$ cat src/rtl/cdb_pkg.sv
// Shared CDB types and functional-unit ids used by the arbiter, issue logic and ROB.
package cdb_pkg;

  localparam int CDB_NUM_FU = 5;
  localparam int CDB_DATA_W = 32;
  localparam int CDB_ROB_W  = 3;
  localparam int CDB_FU_W   = $clog2(CDB_NUM_FU);

  localparam logic [CDB_FU_W-1:0] FU_ALU   = 3'd0;
  localparam logic [CDB_FU_W-1:0] FU_BRALU = 3'd1;
  localparam logic [CDB_FU_W-1:0] FU_MUL   = 3'd2;
  localparam logic [CDB_FU_W-1:0] FU_DIV   = 3'd3;
  localparam logic [CDB_FU_W-1:0] FU_MEM   = 3'd4;

  typedef struct packed {
    logic [CDB_DATA_W-1:0] data;
    logic [CDB_ROB_W-1:0]  rob_idx;
    logic [CDB_FU_W-1:0]   fu_id;
  } cdb_entry_t;

endpackage

$ cat src/rtl/cdb_arbiter_rr_arbiter.sv
// Round-robin arbiter: first request at or after the pointer wins; the pointer
// moves past the winner only when advance is high.
module rr_arbiter #(
  parameter int N = 5,
  localparam int W = (N > 1) ? $clog2(N) : 1
) (
  input  logic         clk_in,
  input  logic         rst_in,
  input  logic [N-1:0] req,
  input  logic         advance,
  output logic [N-1:0] grant,
  output logic [W-1:0] grant_idx,
  output logic         any_grant
);

  logic [W-1:0] ptr_q, ptr_d;
  int           idx;

  always_comb begin
    grant     = '0;
    grant_idx = '0;
    any_grant = 1'b0;
    idx       = 0;
    for (int k = 0; k < N; k++) begin
      idx = int'(ptr_q) + k;
      if (idx >= N) idx = idx - N;
      if (!any_grant && req[idx]) begin
        grant[idx] = 1'b1;
        grant_idx  = W'(idx);
        any_grant  = 1'b1;
      end
    end
  end

  always_comb begin
    ptr_d = ptr_q;
    if (advance && any_grant)
      ptr_d = (int'(grant_idx) == N - 1) ? '0 : W'(int'(grant_idx) + 1);
  end

  always_ff @(posedge clk_in or negedge rst_in) begin
    if (!rst_in) ptr_q <= '0;
    else         ptr_q <= ptr_d;
  end

endmodule

$ cat src/rtl/cdb_arbiter.sv
// Common data bus arbiter: one-entry buffer per FU, round-robin grant, registered
// broadcast. Define CDB_PERF_EN to add broadcast/conflict performance counters.
module cdb_arbiter
  import cdb_pkg::*;
#(
  parameter int NUM_FU        = CDB_NUM_FU,
  parameter int DATA_WIDTH    = CDB_DATA_W,
  parameter int ROB_IDX_WIDTH = CDB_ROB_W,
  localparam int FU_W = (NUM_FU > 1) ? $clog2(NUM_FU) : 1
) (
  input  logic                            clk_in,
  input  logic                            rst_in,
  input  logic                            flush_in,
  input  logic [NUM_FU-1:0]               req_valid_in,
  input  logic [NUM_FU*DATA_WIDTH-1:0]    req_data_in,
  input  logic [NUM_FU*ROB_IDX_WIDTH-1:0] req_rob_idx_in,
  output logic [NUM_FU-1:0]               req_ready_out,
  output logic                            cdb_valid_out,
  output logic [DATA_WIDTH-1:0]           cdb_data_out,
  output logic [ROB_IDX_WIDTH-1:0]        cdb_rob_idx_out,
  output logic [FU_W-1:0]                 cdb_fu_id_out
`ifdef CDB_PERF_EN
  ,
  output logic [31:0]                     broadcast_count_out,
  output logic [31:0]                     conflict_count_out
`endif
);

  // Entry fields are sized by cdb_pkg, so the width parameters must match it.
  logic [NUM_FU-1:0] full_q;
  logic [NUM_FU-1:0] grant;
  logic [NUM_FU-1:0] take;
  logic [FU_W-1:0]   grant_idx;
  logic              any_grant;
  cdb_entry_t        slot_vec [NUM_FU];
  cdb_entry_t        winner;
  cdb_entry_t        cdb_entry_q, cdb_entry_d;
  logic              cdb_valid_q, cdb_valid_d;

  rr_arbiter #(.N(NUM_FU)) u_rr (
    .clk_in    (clk_in),
    .rst_in    (rst_in),
    .req       (full_q),
    .advance   (!flush_in),
    .grant     (grant),
    .grant_idx (grant_idx),
    .any_grant (any_grant)
  );

  assign req_ready_out = ~full_q | grant;
  assign take          = req_valid_in & req_ready_out;

  for (genvar gi = 0; gi < NUM_FU; gi++) begin : g_slot
    logic       slot_full_q, slot_full_d;
    cdb_entry_t slot_q, slot_d;

    // A refill on the granted cycle keeps the slot full with the new result.
    always_comb begin
      slot_full_d = slot_full_q;
      slot_d      = slot_q;
      if (grant[gi]) slot_full_d = 1'b0;
      if (take[gi]) begin
        slot_full_d    = 1'b1;
        slot_d.data    = req_data_in[gi*DATA_WIDTH +: DATA_WIDTH];
        slot_d.rob_idx = req_rob_idx_in[gi*ROB_IDX_WIDTH +: ROB_IDX_WIDTH];
        slot_d.fu_id   = CDB_FU_W'(gi);
      end
      if (flush_in) slot_full_d = 1'b0;
    end

    always_ff @(posedge clk_in or negedge rst_in) begin
      if (!rst_in) begin
        slot_full_q <= 1'b0;
        slot_q      <= '0;
      end else begin
        slot_full_q <= slot_full_d;
        slot_q      <= slot_d;
      end
    end

    assign full_q[gi]   = slot_full_q;
    assign slot_vec[gi] = slot_q;
  end

  always_comb begin
    winner = '0;
    for (int i = 0; i < NUM_FU; i++)
      if (grant[i]) winner = slot_vec[i];
  end

  always_comb begin
    cdb_valid_d = any_grant && !flush_in;
    cdb_entry_d = any_grant ? winner : cdb_entry_q;
  end

  always_ff @(posedge clk_in or negedge rst_in) begin
    if (!rst_in) begin
      cdb_valid_q <= 1'b0;
      cdb_entry_q <= '0;
    end else begin
      cdb_valid_q <= cdb_valid_d;
      cdb_entry_q <= cdb_entry_d;
    end
  end

  assign cdb_valid_out   = cdb_valid_q;
  assign cdb_data_out    = cdb_entry_q.data;
  assign cdb_rob_idx_out = cdb_entry_q.rob_idx;
  assign cdb_fu_id_out   = cdb_entry_q.fu_id;

`ifdef CDB_PERF_EN
  logic [31:0] broadcast_count_q, broadcast_count_d;
  logic [31:0] conflict_count_q, conflict_count_d;
  logic        multi_full;

  // Clearing the lowest set bit leaves something only if two or more are full.
  assign multi_full = (full_q & (full_q - {{(NUM_FU-1){1'b0}}, 1'b1})) != '0;

  always_comb begin
    broadcast_count_d = broadcast_count_q + {31'd0, cdb_valid_q};
    conflict_count_d  = conflict_count_q + {31'd0, multi_full};
  end

  always_ff @(posedge clk_in or negedge rst_in) begin
    if (!rst_in) begin
      broadcast_count_q <= '0;
      conflict_count_q  <= '0;
    end else begin
      broadcast_count_q <= broadcast_count_d;
      conflict_count_q  <= conflict_count_d;
    end
  end

  assign broadcast_count_out = broadcast_count_q;
  assign conflict_count_out  = conflict_count_q;
`endif

endmodule

$ cat config.mk
export PLATFORM = sky130hd
export DESIGN_NAME = cdb_arbiter
export DESIGN_NICKNAME = d
export VERILOG_FILES = /design/src/rtl/cdb_pkg.sv /design/src/rtl/cdb_arbiter_rr_arbiter.sv /design/src/rtl/cdb_arbiter.sv
export SDC_FILE = /design/constraint.sdc
export NUM_CORES = 1
export LEC_CHECK = 0
export BUFFER_PORTS_ARGS = -buffer_cell sky130_fd_sc_hd__buf_2
export CAP_MARGIN = 40
export CORE_ASPECT_RATIO = 1.2
export CORE_MARGIN = 5
export CORE_UTILIZATION = 50
export DETAILED_ROUTE_END_ITERATION = 16
export GPL_ROUTABILITY_DRIVEN = 0
export HOLD_SLACK_MARGIN = 0.03
export PLACE_DENSITY_LB_ADDON = 0.25
export SLEW_MARGIN = 20
export SYNTH_ARGS = -nofsm -noshare
export SYNTH_HDL_FRONTEND = slang
export SYNTH_SLANG_ARGS = --single-unit
$ cat constraint.sdc
create_clock -name clk_in -period 4.3 [get_ports clk_in]
set_input_delay 0.86 -clock clk_in [delete_from_list [all_inputs] [get_ports clk_in]]
set_output_delay 0.86 -clock clk_in [all_outputs]
set_load 0.02 [all_outputs]
# == Word level (Yosys, flattened, before mapping) ==
# Index checks and enable logic that the tools add are counted.
# totals
elab_cells,143
ff_bits,226
# op_classes
muxes,66
addsub,10
reduce_logical,20
order_cmp,15
n_eq_ne,1
bitwise,7
# ops
operator,n
38-bit 2-to-1 mux,5
"32-bit by 1-bit greater-or-equal comparator with 1-bit output, second input constant",5
"32-bit by 5-bit less-than comparator with 1-bit output, second input constant",5
32-bit 2-to-1 mux,5
"32-bit by 4-bit greater-or-equal comparator with 1-bit output, second input constant",4
"32-bit by 4-bit subtractor with 32-bit output, second input constant",4
1-bit 2-to-1 mux,35
5-bit 2-to-1 mux,5
5-bit bitwise OR,5
3-bit 2-to-1 mux,6
1-bit binary-select mux with 3-bit select,5
1-bit demux with 3-bit select,5
3-bit nonzero test,5
1-bit logical AND,10
"3-bit by 2-bit adder with 4-bit output, second input constant",2
5-bit bitwise AND,1
1-bit logical NOT,5
5-bit inverter,1
"3-bit by 1-bit adder with 4-bit output, second input constant",1
"3-bit by 3-bit adder with 4-bit output, second input constant",1
"3-bit by 3-bit subtractor with 4-bit output, second input constant",1
"3-bit by 1-bit adder with 3-bit output, second input constant",1
"3-bit equality test, second input constant",1
"3-bit greater-or-equal comparator, second input constant",1

# == Logic depth before layout (Yosys ltp) ==
# logic_depth
word_depth,23
mapped_depth,22

# == Cells and area by module ==
# A second synthesis with hierarchy kept.
# unflattened
hier_cells,1008
area_unflattened_um2,11701.2
# modules_own_cells
mod,cells_each,area_each_um2,instances,seq_area_each_um2
cdb_arbiter,737,9791.9,1,5580.4
rr_arbiter,271,1909.3,1,75.1

# == Least setup slack after synthesis ==
# OpenSTA, ideal clock, no wires.
# synth_path
path_kind,reg2out
start,register u_rr.ptr_q[0]
end,output port req_ready_out[3]
stages_incl_launch_ff,15
path_buffers,3
arrival_ns,3.669
setup_slack_ns,-0.229
path_cell_list,dfrtp_1 buf_4 inv_2 buf_2 ha_1 fa_1 a21boi_1 mux2i_1 mux2i_1 o221ai_2 nand2b_1 or4_1 o211a_1 clkbuf_1 nand2_1
# synth_via
elab_chain_cells,19
word_cells_on_any_way,81
classes_between,9 x add/sub; 15 x order compare; 39 x mux; 5 x bitwise; 13 x reduce/logical
# synth_rtl
item,line,rtl
from (decl),cdb_arbiter_rr_arbiter.sv:16,"logic [W-1:0] ptr_q, ptr_d;"
from (signal assigned),cdb_arbiter_rr_arbiter.sv:43,else ptr_q <= ptr_d;
"parallel branches: the longest is 17 deep, another holds 32-bit by 4-bit subtractor with 32-bit output",n/a,
5-bit 2-to-1 mux *,cdb_arbiter_rr_arbiter.sv:27,if (!any_grant && req[idx]) begin
5-bit bitwise OR *,cdb_arbiter.sv:50,assign req_ready_out = ~full_q | grant;
to (decl),cdb_arbiter.sv:17,"output logic [NUM_FU-1:0] req_ready_out,"
# Mark *: on every way between the ends. The select of a mux whose other input is x is not followed.

# == Final worst setup path ==
# layout_path
start,register u_rr.ptr_q[1]
end,output port req_ready_out[4]
# Same word-level chain as after synthesis.

==> results.yml <==
status:
  status: "finished with violations"
  violations: "negative setup slack"
die:
  start_util_pct: 50.2
  design.core.area_um2: 23000
  dieArea_um2: 26200
  fp.dieH_um: 176
  ioPinCount: 227
  fp-row-count: 61
  die_x_um: 149
finish:
  fillers: 1759
  utilization_pct: 64.8
  layout.nets: 1439
  drive_gt1_share_pct: 44.2
  synthToLayoutAreaGrowth_pct: 29.2
  final_cell_count_no_fill: 1575
  fin_area_um2: 14900
route:
  met3WireLength_mm: 3.10
  top_layer: "met5"
  drcViolationCount: 0
  first_pass_iters: 6
  drtAntennaViolNets: 0
  num_vias: 9650
  wl_met1_mm: 14.5
  drt_iter0_drc: 730
  drt_wl_total_mm: 36.6
  viasPerCell: 6.13
  wl_met2_mm: 17.3
  detail_route.wl_per_cell_um: 23.2
worst_setup_path:
  cp_max_fo: 6
  cp-start-kind: "flop"
  critical_path_buf_inv_count: 5
  slowest_stage: "dfrtp_1"
  slowest_delay_ns: 0.40
  crit_family: "compound AO/OA/AOI/OAI gates"
  crit_type: "reg2out"
  worstSetupEndpointType: "primary output"
  critical_path_required_ns: 3.44
  worstPathCellList: "clkinvlp_4, buf_6, fa_2, buf_4, nor3b_1, a31oi_2, o221ai_2, buf_4, a2111oi_4, nand4_1, o211ai_4, or2_4, buf_6"
  rr_worst_depth: 19
  worst_ep_arrival_time_ns: 3.67
  r2r_end: "u_rr.ptr_q[2]$_DFFE_PN0P_"
  r2r_slack_ns: 0.10
  r2r_start: "u_rr.ptr_q[1]$_DFFE_PN0P_"
global_routing:
  grt_use_total_pct: 27.2
  antenna_found_initial: 14
  grt_pass1_wl_mm: 56.0
  grt_pass1_vias: 9871
  grt_max_degree: 128
  overflow: 0
timing:
  fin_worst_skew_ns: 0.0169
  hold_viol_final: 0
  tightest_slew_ns: 0.780
  fin_ws_ns: -0.229
  slew_headroom_pct: 47.8
  finalCritPeriodShare_pct: 105
  min_period_ns: 4.53
  finalSetupViolCount: 5
  final_max_slew_viol_count: 0
  fmax_mhz: 221
  rsz0062_at_grt: "true"
placement:
  dpl.hpwl_mm: 23.9
  dp.cells: 1486
  io_buffers: 226
  post_dp_cell_area_um2: 13300
synth:
  synthCells: 958
  async_reset_ff_share_pct: 100
  ys_types: 81
  netlist.area_leader.share_pct: 49.0
  syn-cell-area_um2: 11500
  syn_area_per_cell_um2: 12.0
  ys_seq_elements: 226
  yosysWarnings: 0
  synth_ff_type: "dfrtp_1"
  synth_enable_flop_cells: 0
  yosysMostFrequentCell: "dfrtp_1"
  synthTopCellsByCount: "dfrtp_1, mux2_2, mux2_1, a22oi_1"
  ys_seq_area_share_pct: 49.0
  yosys.area.top_type: "dfrtp_1"
  yosys-top-cells-area: "dfrtp_1, mux2_2, mux2_1"
  syn_nets: 1162
job:
  cap_violations: 0
clock_network:
  root_buffer: "clkbuf_16"
  cts.sinks: 226
  path_clk_slew_ns: 0.06
  cts_made_buffers: 26
  cts_max_path_buffers: 3
  clk-insertion-delay-late_ns: 0.53
  cts_tree: "built"
  htreeDepth: 1
worst_hold_path:
  min_path_type: "in2async"
-- worst max-delay path by stage --
| stage | from | end | slack [ns] | cells past startpoint |
|---|---|---|---|---|
| final | u_rr.ptr_q[1]$_DFFE_PN0P_ | req_ready_out[4] | -0.23 | 13 |
| after global routing | u_rr.ptr_q[1]$_DFFE_PN0P_ | req_ready_out[0] | -0.40 | 12 |
| after CTS | u_rr.ptr_q[1]$_DFFE_PN0P_ | req_ready_out[3] | -0.15 | 13 |
| after detailed placement | u_rr.ptr_q[0]$_DFFE_PN0P_ | cdb_data_out[0]$_DFFE_PN0N_ | 0.10 | 15 |
| after global placement | u_rr.ptr_q[0]$_DFFE_PN0P_ | cdb_data_out[8]$_DFFE_PN0N_ | 0.16 | 15 |
| after floorplan | u_rr.ptr_q[0]$_DFFE_PN0P_ | req_ready_out[3] | 0.001 | 14 |
-- cells in the final DEF, fill, tap and decap left out, drive strengths merged, types with 3 or more instances in the layout --
cell        n
buf       322
dfrtp     226
mux2      175
o21ai      54
clkbuf     41
a21boi     40
a2111oi    39
a22oi      37
o221ai     37
nand2      37
nor2       26
inv        21
ha         20
nand2b     16
a21oi      15
nor3       13
nand3      11
a31oi      11
mux2i      11
a211oi      8
nor2b       7
o211ai      7
diode       6
or2         5
or3         5
o32ai       5
o211a       5
nand4       4
a21o        4
nor3b       4
nor4        4
xnor2       4
clkinvlp    3
and4        3
-- final cells by class --
type	count	area [um^2]	share of cell area [%]
multi-input combinational	639	5910	39.6
tap	315	394	2.65
timing repair buffer	322	2040	13.7
clock inverter	6	55.1	0.370
sequential	226	5660	38.0
antenna	6	15.0	0.101
inverter	20	85.1	0.571
clock buffer	41	747	5.01
-- per-stage QoR --
stage          hold slack, ns  setup TNS, ns  setup slack [ns]
2_1_floorplan           0.423              0           0.00115
3_3_place_gp            0.442              0             0.155
3_5_place_dp            0.443              0             0.104
4_1_cts                 0.451         -0.616            -0.155
5_1_grt                 0.178          -1.60            -0.395
6_report                0.191         -0.841            -0.229
-- worst register-to-register path, cell delays in order, from the launching register on --
cell and delay (ns):
dfrtp_1 0.40, clkinvlp_4 0.17, buf_6 0.18, fa_2 0.39, buf_4 0.15, nor3b_1 0.14, a31oi_2 0.32, o221ai_2 0.21
buf_4 0.19, buf_4 0.13, a211oi_1 0.35, buf_4 0.20, a221o_1 0.20, a2bb2oi_2 0.21, ha_1 0.19, inv_1 0.06
nor2_1 0.10, o211ai_1 0.10, o21a_1 0.14, a31oi_1 0.25
-- layer usage --
metal	track usage (%)	vias to the layer above
met5	0	-
met4	10.1	16
met3	5.44	134
met2	44.3	499
met1	36.3	4798
li1	-	4203
-- timing repair --
action	in CTS	in global routing
hold buffers	0	0
gates resized for setup	48	32
buffers inserted	23	11
pin swaps	20	15
setup endpoints to repair	5	74
gates cloned	1	0
-- logic make-up (layout without fill, tap and decap cells) --
| logic type | after synthesis | after routing | synth area share [%] |
|---|---|---|---|
| AO/OA/AOI/OAI | 284 | 285 | 18.7 |
| other | 0 | 6 | 0 |
| buffers and inverters | 94 | 389 | 4.10 |
| flip-flops | 226 | 226 | 49.0 |
| adder cells (fa/ha/maj) | 21 | 21 | 2.34 |
| AND/OR/NAND/NOR | 143 | 143 | 6.42 |
| XOR/XNOR | 4 | 4 | 0.369 |
| multiplexers | 186 | 186 | 19.0 |
-- state kept, by name, indices dropped and copies added (netlist names) --
register / cells
g_slot.slot_full_q: 5
cdb_rob_idx_out: 3
g_slot.slot_q: 179
u_rr.ptr_q: 3
cdb_data_out: 32
cdb_fu_id_out: 3
cdb_valid_out: 1
Power is not shown: default switching activity piles up to over one toggle a cycle in this logic, so the estimate is an artifact.
